[src/rtl/claw_pkg.sv]
// Shared types and constants for the claw machine game sequencer.
package claw_pkg;

   typedef enum logic [3:0] {
      IDLE,
      READY,
      MOVE,
      DROP,
      GRAB,
      LIFT,
      RETURN,
      RELEASE,
      FAULT
   } state_e;

   localparam logic [1:0] MOT_STOP = 2'b00;
   localparam logic [1:0] MOT_FWD  = 2'b01;
   localparam logic [1:0] MOT_REV  = 2'b10;

   localparam int unsigned ARM_CYCLES = 2;

   // Opposing buttons cancel, so 2'b11 can never reach a motor.
   function automatic logic [1:0] joy_cmd(input logic fwd, input logic rev);
      if (fwd && !rev) begin
         joy_cmd = MOT_FWD;
      end else if (rev && !fwd) begin
         joy_cmd = MOT_REV;
      end else begin
         joy_cmd = MOT_STOP;
      end
   endfunction

endpackage

[src/rtl/claw_credit_ctr.sv]
// Saturating credit counter: +1 per inc, -1 per dec, inc and dec together cancel.
module claw_credit_ctr #(
   parameter int unsigned MAX_CREDITS = 9,
   parameter int unsigned CREDIT_W    = 4
) (
   input  logic                clk,
   input  logic                rst,
   input  logic                inc,
   input  logic                dec,
   output logic [CREDIT_W-1:0] count
);

   localparam logic [CREDIT_W-1:0] MAX_C = CREDIT_W'(MAX_CREDITS);

   logic [CREDIT_W-1:0] count_q;
   logic [CREDIT_W-1:0] count_d;

   always_comb begin
      count_d = count_q;
      if (inc && !dec) begin
         if (count_q != MAX_C) begin
            count_d = count_q + 1'b1;
         end
      end else if (dec && !inc) begin
         if (count_q != '0) begin
            count_d = count_q - 1'b1;
         end
      end
   end

   always_ff @(posedge clk) begin
      if (rst) begin
         count_q <= '0;
      end else begin
         count_q <= count_d;
      end
   end

   assign count = count_q;

endmodule

[src/rtl/claw_game_sequencer.sv]
// Claw machine game FSM: credits, play window, drop/grab/lift/return/release.
// Optional build macro FREE_PLAY_EN: games start without credits and credits are never spent.
module claw_game_sequencer #(
   parameter int unsigned MAX_CREDITS = 9,
   parameter int unsigned CREDIT_W    = 4
) (
   input  logic                clk,
   input  logic                rst,
   input  logic                coin,
   input  logic                btn_l,
   input  logic                btn_r,
   input  logic                btn_f,
   input  logic                btn_b,
   input  logic                btn_go,
   input  logic                home_xy,
   input  logic                prize_sensor,
   input  logic                timeout1,
   input  logic                timeout2,
   output logic                en_t1,
   output logic                en_t2,
   output logic                r_tr,
   output logic [1:0]          motor_x,
   output logic [1:0]          motor_y,
   output logic [1:0]          motor_z,
   output logic                claw_close,
   output logic [CREDIT_W-1:0] credits,
   output logic                busy,
   output logic                prize_out,
   output logic                fault
);

   import claw_pkg::*;

`ifdef FREE_PLAY_EN
   localparam logic FREE_PLAY = 1'b1;
`else
   localparam logic FREE_PLAY = 1'b0;
`endif

   localparam logic [1:0] ARM_DONE = 2'(ARM_CYCLES);

   state_e     state_q, state_d;
   logic [1:0] arm_q, arm_d;
   logic       coin_q, go_q;
   logic       prize_done_q, prize_done_d;

   logic       en_t1_q, en_t1_d;
   logic       en_t2_q, en_t2_d;
   logic       r_tr_q, r_tr_d;
   logic [1:0] motor_x_q, motor_x_d;
   logic [1:0] motor_y_q, motor_y_d;
   logic [1:0] motor_z_q, motor_z_d;
   logic       claw_q, claw_d;
   logic       busy_q, busy_d;
   logic       prize_q, prize_d;
   logic       fault_q, fault_d;

   logic       coin_ev, go_ev;
   logic       credit_dec;
   logic       has_credit;
   logic       armed, arm_start;

   assign coin_ev    = coin && !coin_q;
   assign go_ev      = btn_go && !go_q;
   assign has_credit = (credits != '0);
   assign arm_start  = (arm_q == '0);
   assign armed      = (arm_q == ARM_DONE);

   claw_credit_ctr #(
      .MAX_CREDITS(MAX_CREDITS),
      .CREDIT_W   (CREDIT_W)
   ) u_credit_ctr (
      .clk  (clk),
      .rst  (rst),
      .inc  (coin_ev),
      .dec  (credit_dec),
      .count(credits)
   );

   always_comb begin
      state_d      = state_q;
      arm_d        = armed ? arm_q : arm_q + 2'd1;
      prize_done_d = prize_done_q;
      fault_d      = fault_q;
      credit_dec   = 1'b0;
      en_t1_d      = 1'b0;
      en_t2_d      = 1'b0;
      r_tr_d       = 1'b0;
      motor_x_d    = MOT_STOP;
      motor_y_d    = MOT_STOP;
      motor_z_d    = MOT_STOP;
      claw_d       = 1'b0;
      prize_d      = 1'b0;
      busy_d       = (state_q != IDLE) && (state_q != READY);

      case (state_q)
         IDLE: begin
            if (FREE_PLAY || has_credit) begin
               state_d = READY;
            end
         end
         READY: begin
            if (!FREE_PLAY && !has_credit) begin
               state_d = IDLE;
            end else if (go_ev) begin
               state_d      = MOVE;
               credit_dec   = !FREE_PLAY;
               prize_done_d = 1'b0;
            end
         end
         MOVE: begin
            // X: right is forward; Y: front is forward.
            motor_x_d = joy_cmd(btn_r, btn_l);
            motor_y_d = joy_cmd(btn_f, btn_b);
            r_tr_d    = arm_start;
            en_t1_d   = armed;
            if (go_ev || (armed && timeout1)) begin
               state_d = DROP;
            end
         end
         DROP: begin
            motor_z_d = MOT_FWD;
            r_tr_d    = arm_start;
            en_t2_d   = armed;
            if (armed && timeout2) begin
               state_d = GRAB;
            end
         end
         GRAB: begin
            claw_d  = 1'b1;
            r_tr_d  = arm_start;
            en_t2_d = armed;
            if (armed && timeout2) begin
               state_d = LIFT;
            end
         end
         LIFT: begin
            motor_z_d = MOT_REV;
            claw_d    = 1'b1;
            r_tr_d    = arm_start;
            en_t2_d   = armed;
            if (armed && timeout2) begin
               state_d = RETURN;
            end
         end
         RETURN: begin
            motor_x_d = home_xy ? MOT_STOP : MOT_REV;
            motor_y_d = home_xy ? MOT_STOP : MOT_REV;
            claw_d    = 1'b1;
            r_tr_d    = arm_start;
            en_t1_d   = armed;
            if (home_xy) begin
               state_d = RELEASE;
            end else if (armed && timeout1) begin
               state_d = FAULT;
            end
         end
         RELEASE: begin
            r_tr_d  = arm_start;
            en_t2_d = armed;
            if (prize_sensor && !prize_done_q) begin
               prize_d      = 1'b1;
               prize_done_d = 1'b1;
            end
            if (armed && timeout2) begin
               state_d = (FREE_PLAY || has_credit) ? READY : IDLE;
            end
         end
         FAULT: begin
            fault_d = 1'b1;
         end
         default: begin
            state_d = IDLE;
         end
      endcase

      if (state_d != state_q) begin
         arm_d = '0;
      end
   end

   always_ff @(posedge clk) begin
      if (rst) begin
         state_q      <= IDLE;
         arm_q        <= '0;
         coin_q       <= 1'b0;
         go_q         <= 1'b0;
         prize_done_q <= 1'b0;
         en_t1_q      <= 1'b0;
         en_t2_q      <= 1'b0;
         r_tr_q       <= 1'b0;
         motor_x_q    <= MOT_STOP;
         motor_y_q    <= MOT_STOP;
         motor_z_q    <= MOT_STOP;
         claw_q       <= 1'b0;
         busy_q       <= 1'b0;
         prize_q      <= 1'b0;
         fault_q      <= 1'b0;
      end else begin
         state_q      <= state_d;
         arm_q        <= arm_d;
         coin_q       <= coin;
         go_q         <= btn_go;
         prize_done_q <= prize_done_d;
         en_t1_q      <= en_t1_d;
         en_t2_q      <= en_t2_d;
         r_tr_q       <= r_tr_d;
         motor_x_q    <= motor_x_d;
         motor_y_q    <= motor_y_d;
         motor_z_q    <= motor_z_d;
         claw_q       <= claw_d;
         busy_q       <= busy_d;
         prize_q      <= prize_d;
         fault_q      <= fault_d;
      end
   end

   assign en_t1      = en_t1_q;
   assign en_t2      = en_t2_q;
   assign r_tr       = r_tr_q;
   assign motor_x    = motor_x_q;
   assign motor_y    = motor_y_q;
   assign motor_z    = motor_z_q;
   assign claw_close = claw_q;
   assign busy       = busy_q;
   assign prize_out  = prize_q;
   assign fault      = fault_q;

endmodule

[config.mk]
export PLATFORM = sky130hd
export DESIGN_NAME = claw_game_sequencer
export DESIGN_NICKNAME = d
export VERILOG_FILES = /design/src/rtl/claw_pkg.sv /design/src/rtl/claw_credit_ctr.sv /design/src/rtl/claw_game_sequencer.sv
export SDC_FILE = /design/constraint.sdc
export NUM_CORES = 1
export LEC_CHECK = 0
export CORE_AREA = 2 2 54 56
export CTS_BUF_LIST = sky130_fd_sc_hd__clkbuf_8
export DETAILED_ROUTE_END_ITERATION = 16
export DIE_AREA = 0 0 56 58
export GPL_TIMING_DRIVEN = 0
export PLACE_DENSITY = 0.89
export SLEW_MARGIN = 20
export SYNTH_ARGS = -nofsm -noshare
export SYNTH_HDL_FRONTEND = slang
export SYNTH_HIERARCHICAL = 1
export SYNTH_SLANG_ARGS = --single-unit
[constraint.sdc]
create_clock -name clk -period 3.08 [get_ports clk]
set_input_delay 0.77 -clock clk [delete_from_list [all_inputs] [get_ports clk]]
set_output_delay 0.77 -clock clk [all_outputs]
set_load 0.01 [all_outputs]
==> impl_metrics.ini <==
[routing]
drc = 0
wl_mm = 3.038
viasPerCell = 5.794
dr.pass1.iters = 4
wl_per_cell_um = 14.54
route.vias.total = 1211
detail_route.iter0.violations = 38
ant_nets = 0

[floorplanning]
start_util = 0.4906
die_width_um = 56
die-area_mm2 = 0.003248
die_y_um = 58
core_area_mm2 = 0.002663
pin_count = 29
row_count = 19

[global_route]
grtUsageMet1 = 0.2462
grt.met2_usage = 0.3462
gr-max-usage-layer = met2
grt_pass1_vias = 1175
grt.met3_usage = 0.06027
grt_pass1_wl_mm = 5.250
antenna_found_initial = 0
gr-usage-all-layers = 0.2038
grt_max_degree = 15
grt.overflow.total = 0

[yosys]
synthTopCellsByArea = dfxtp_1, a21oi_1, ha_1
post-synth-top-count-cell = dfxtp_1
synth-edff-count = 0
synth.net_count = 162
synth_area_leader_cell = dfxtp_1
avgSynthCellArea_um2 = 8.947
async_flop_share = 0
synth_cells = 146
synth.distinct_cells = 45
ys_seq_area_frac = 0.3985
ys.flop_type = dfxtp_1
syn_area_mm2 = 0.001306
synth_commonest_cells = dfxtp_1, nor2_1, a21oi_1
yosysTopAreaCellShare = 0.3985
ys_seq_elements = 26
yosysWarningCount = 6

[final_layout]
drive_above_1_share = 0.1067
fillers = 223
final_nets = 195
multiInputGateArea_um2 = 728.2
stdcell_count = 209
regArea_um2 = 520.5
final_cell_area_mm2 = 0.001683
area_growth_pct = 28.83
antenna_cells = 0

[clock_network]
cts_buffers = 3
htree_levels = 1
cts-root-buf = clkbuf_8
cts_sinks = 26
cts_tree = done
cts_buffer_depth = 2
clock_latency_ns = 0.28
path_clk_slew_ns = 0.09

[placed_design]
portBuffers = 28
placed_cells = 205
dpl_cell_area_mm2 = 0.001625
place_hpwl_mm = 2.280
place.gp.congestion = 0.8884

[power]
total_power_mw = 1.113
power_density_mw_per_mm2 = 661.5
ir_drop_mv = 0.4844
p_leak_nw = 0.6266

[setup_path]
worstSetupPathType = in -> reg
path_max_fanout = 5
critPathArrivalTime_ns = 2.97
ff2ff_setup_slack_ns = 0.41
slowest_delay_ns = 0.48
r2r-end = u_credit_ctr/count[3]
crit_required_ns = 3.30
cp_cell_sequence = clkdlybuf4s50_1, nor2b_2, nand4_1, inv_2, nand2b_1, ha_1, nand3_1, a21oi_1, a31oi_1, or3_1, a21oi_1
crit_slowest_cell = clkdlybuf4s50_1
start_kind = primary input
crit_path_end_kind = flip-flop
reg2reg_from = u_credit_ctr/count[1]
cp_common_cell = a21oi_1
r2r_cells = 10

[sta]
fin_crit_ns = 2.754
worst_clock_skew_ns = 0.002722
post-route-period-util = 0.8942
slew_viol_final = 0
fmax_mhz = 363.1
setup-tns-final_ns = 0
tightest_slew_ns = 0.6189
finalHoldViolations = 0
grt_setup_unrepaired = false
final-setup-viol-count = 0
max_slew_margin = 0.5816

[hold_path]
hp-class = reg -> reg
worstHoldEndpoint = prize_out
min_from = prize_done_q
hold_depth = 1

[flow_run]
maxCapViolations = 0

[run_status]
status = finished clean
[worst max-delay path: cells and delay by family]
kind	cells	cell delay, ns
compound gates	3	0.35
fa+ha+maj	1	0.20
buf+inv	2	0.64
simple gates	5	1.00
[registers in the layout (all words and copies together), names as in the netlist]
register,flops
claw_close,1
r_tr,1
en_t2,1
coin_q,1
fault,1
arm_q,2
u_credit_ctr/count,4
motor_y,2
prize_done_q,1
prize_out,1
state_q,4
go_q,1
en_t1,1
motor_x,2
busy,1
motor_z,2
[cell usage in the layout (no fill, tap or decap), drive strengths merged, types with 3 or more instances in the layout]
master         synthesis  final
mux2i                  3      3
clkbuf                 2      6
dfxtp                 26     26
nor2                  13     13
nor3                   5      5
a21oi                 12     12
nor2b                  6      6
nand2                  8      8
inv                    4      4
o21ai                  6      6
nand2b                 5      5
xor2                   3      3
and3b                  3      3
buf                    6      6
nor4b                  3      3
nand3                  5      5
clkdlybuf4s50          0     28
ha                     4      4
[report_power, final]
group / switching (mW) / internal [mW]
Sequential: 0.0494 / 0.378
Combinational: 0.228 / 0.231
Clock: 0.113 / 0.115
[cell type report]
| cell class | instances | area share |
|---|---|---|
| multi-input combinational | 108 | 0.4327 |
| buffer | 8 | 0.02677 |
| clock buffer | 4 | 0.03271 |
| sequential | 26 | 0.3093 |
| inverter | 4 | 0.008922 |
| timing repair buffer | 28 | 0.1665 |
| tap | 31 | 0.02305 |
[per-layer routing]
metal / share of wire / routed length, um
met3: 0.050 / 153
met2: 0.49 / 1499
met1: 0.43 / 1314
met4: 0.023 / 71
met5: 0 / 0
[worst max path at each step]
stage	from	endpoint
after floorplan	u_credit_ctr/count[1]	u_credit_ctr/count[3]
after global placement	btn_go	u_credit_ctr/count[3]
after detailed placement	btn_go	u_credit_ctr/count[3]
after CTS	btn_go	u_credit_ctr/count[3]
after global routing	btn_go	u_credit_ctr/count[3]
final	btn_go	u_credit_ctr/count[3]
[through the flow]
stage	setup slack, ns	utilization	hold slack [ns]
final	0.3259	0.6320	0.4651
after global routing	0.07496	0.6320	0.4979
after CTS	0.2378	0.6311	0.4621
after detailed placement	-0.04019	0.6104	0.4418
after global placement	0.02811	0.6104	0.4379
after floorplan	0.5813	-	0.4238
[logic make-up after synthesis]
kind of cell / count (synthesis) / synth area share
AOI/OAI and AO/OA: 27 / 0.1360
xor gates and xnor gates: 5 / 0.03353
adders and majority gates: 4 / 0.03832
buffers and inverters: 12 / 0.04597
DFF: 26 / 0.3985
muxes: 5 / 0.04023
and+or+nand+nor: 67 / 0.3075
[timing repair]
item                                    CTS  global route
hold buffers                              0             0
gates resized for setup                   0             2
hold endpoints to repair                  0             0
buffers inserted                          0             0
endpoints found under the setup margin    0             1
(Power assumes the default switching activity.)
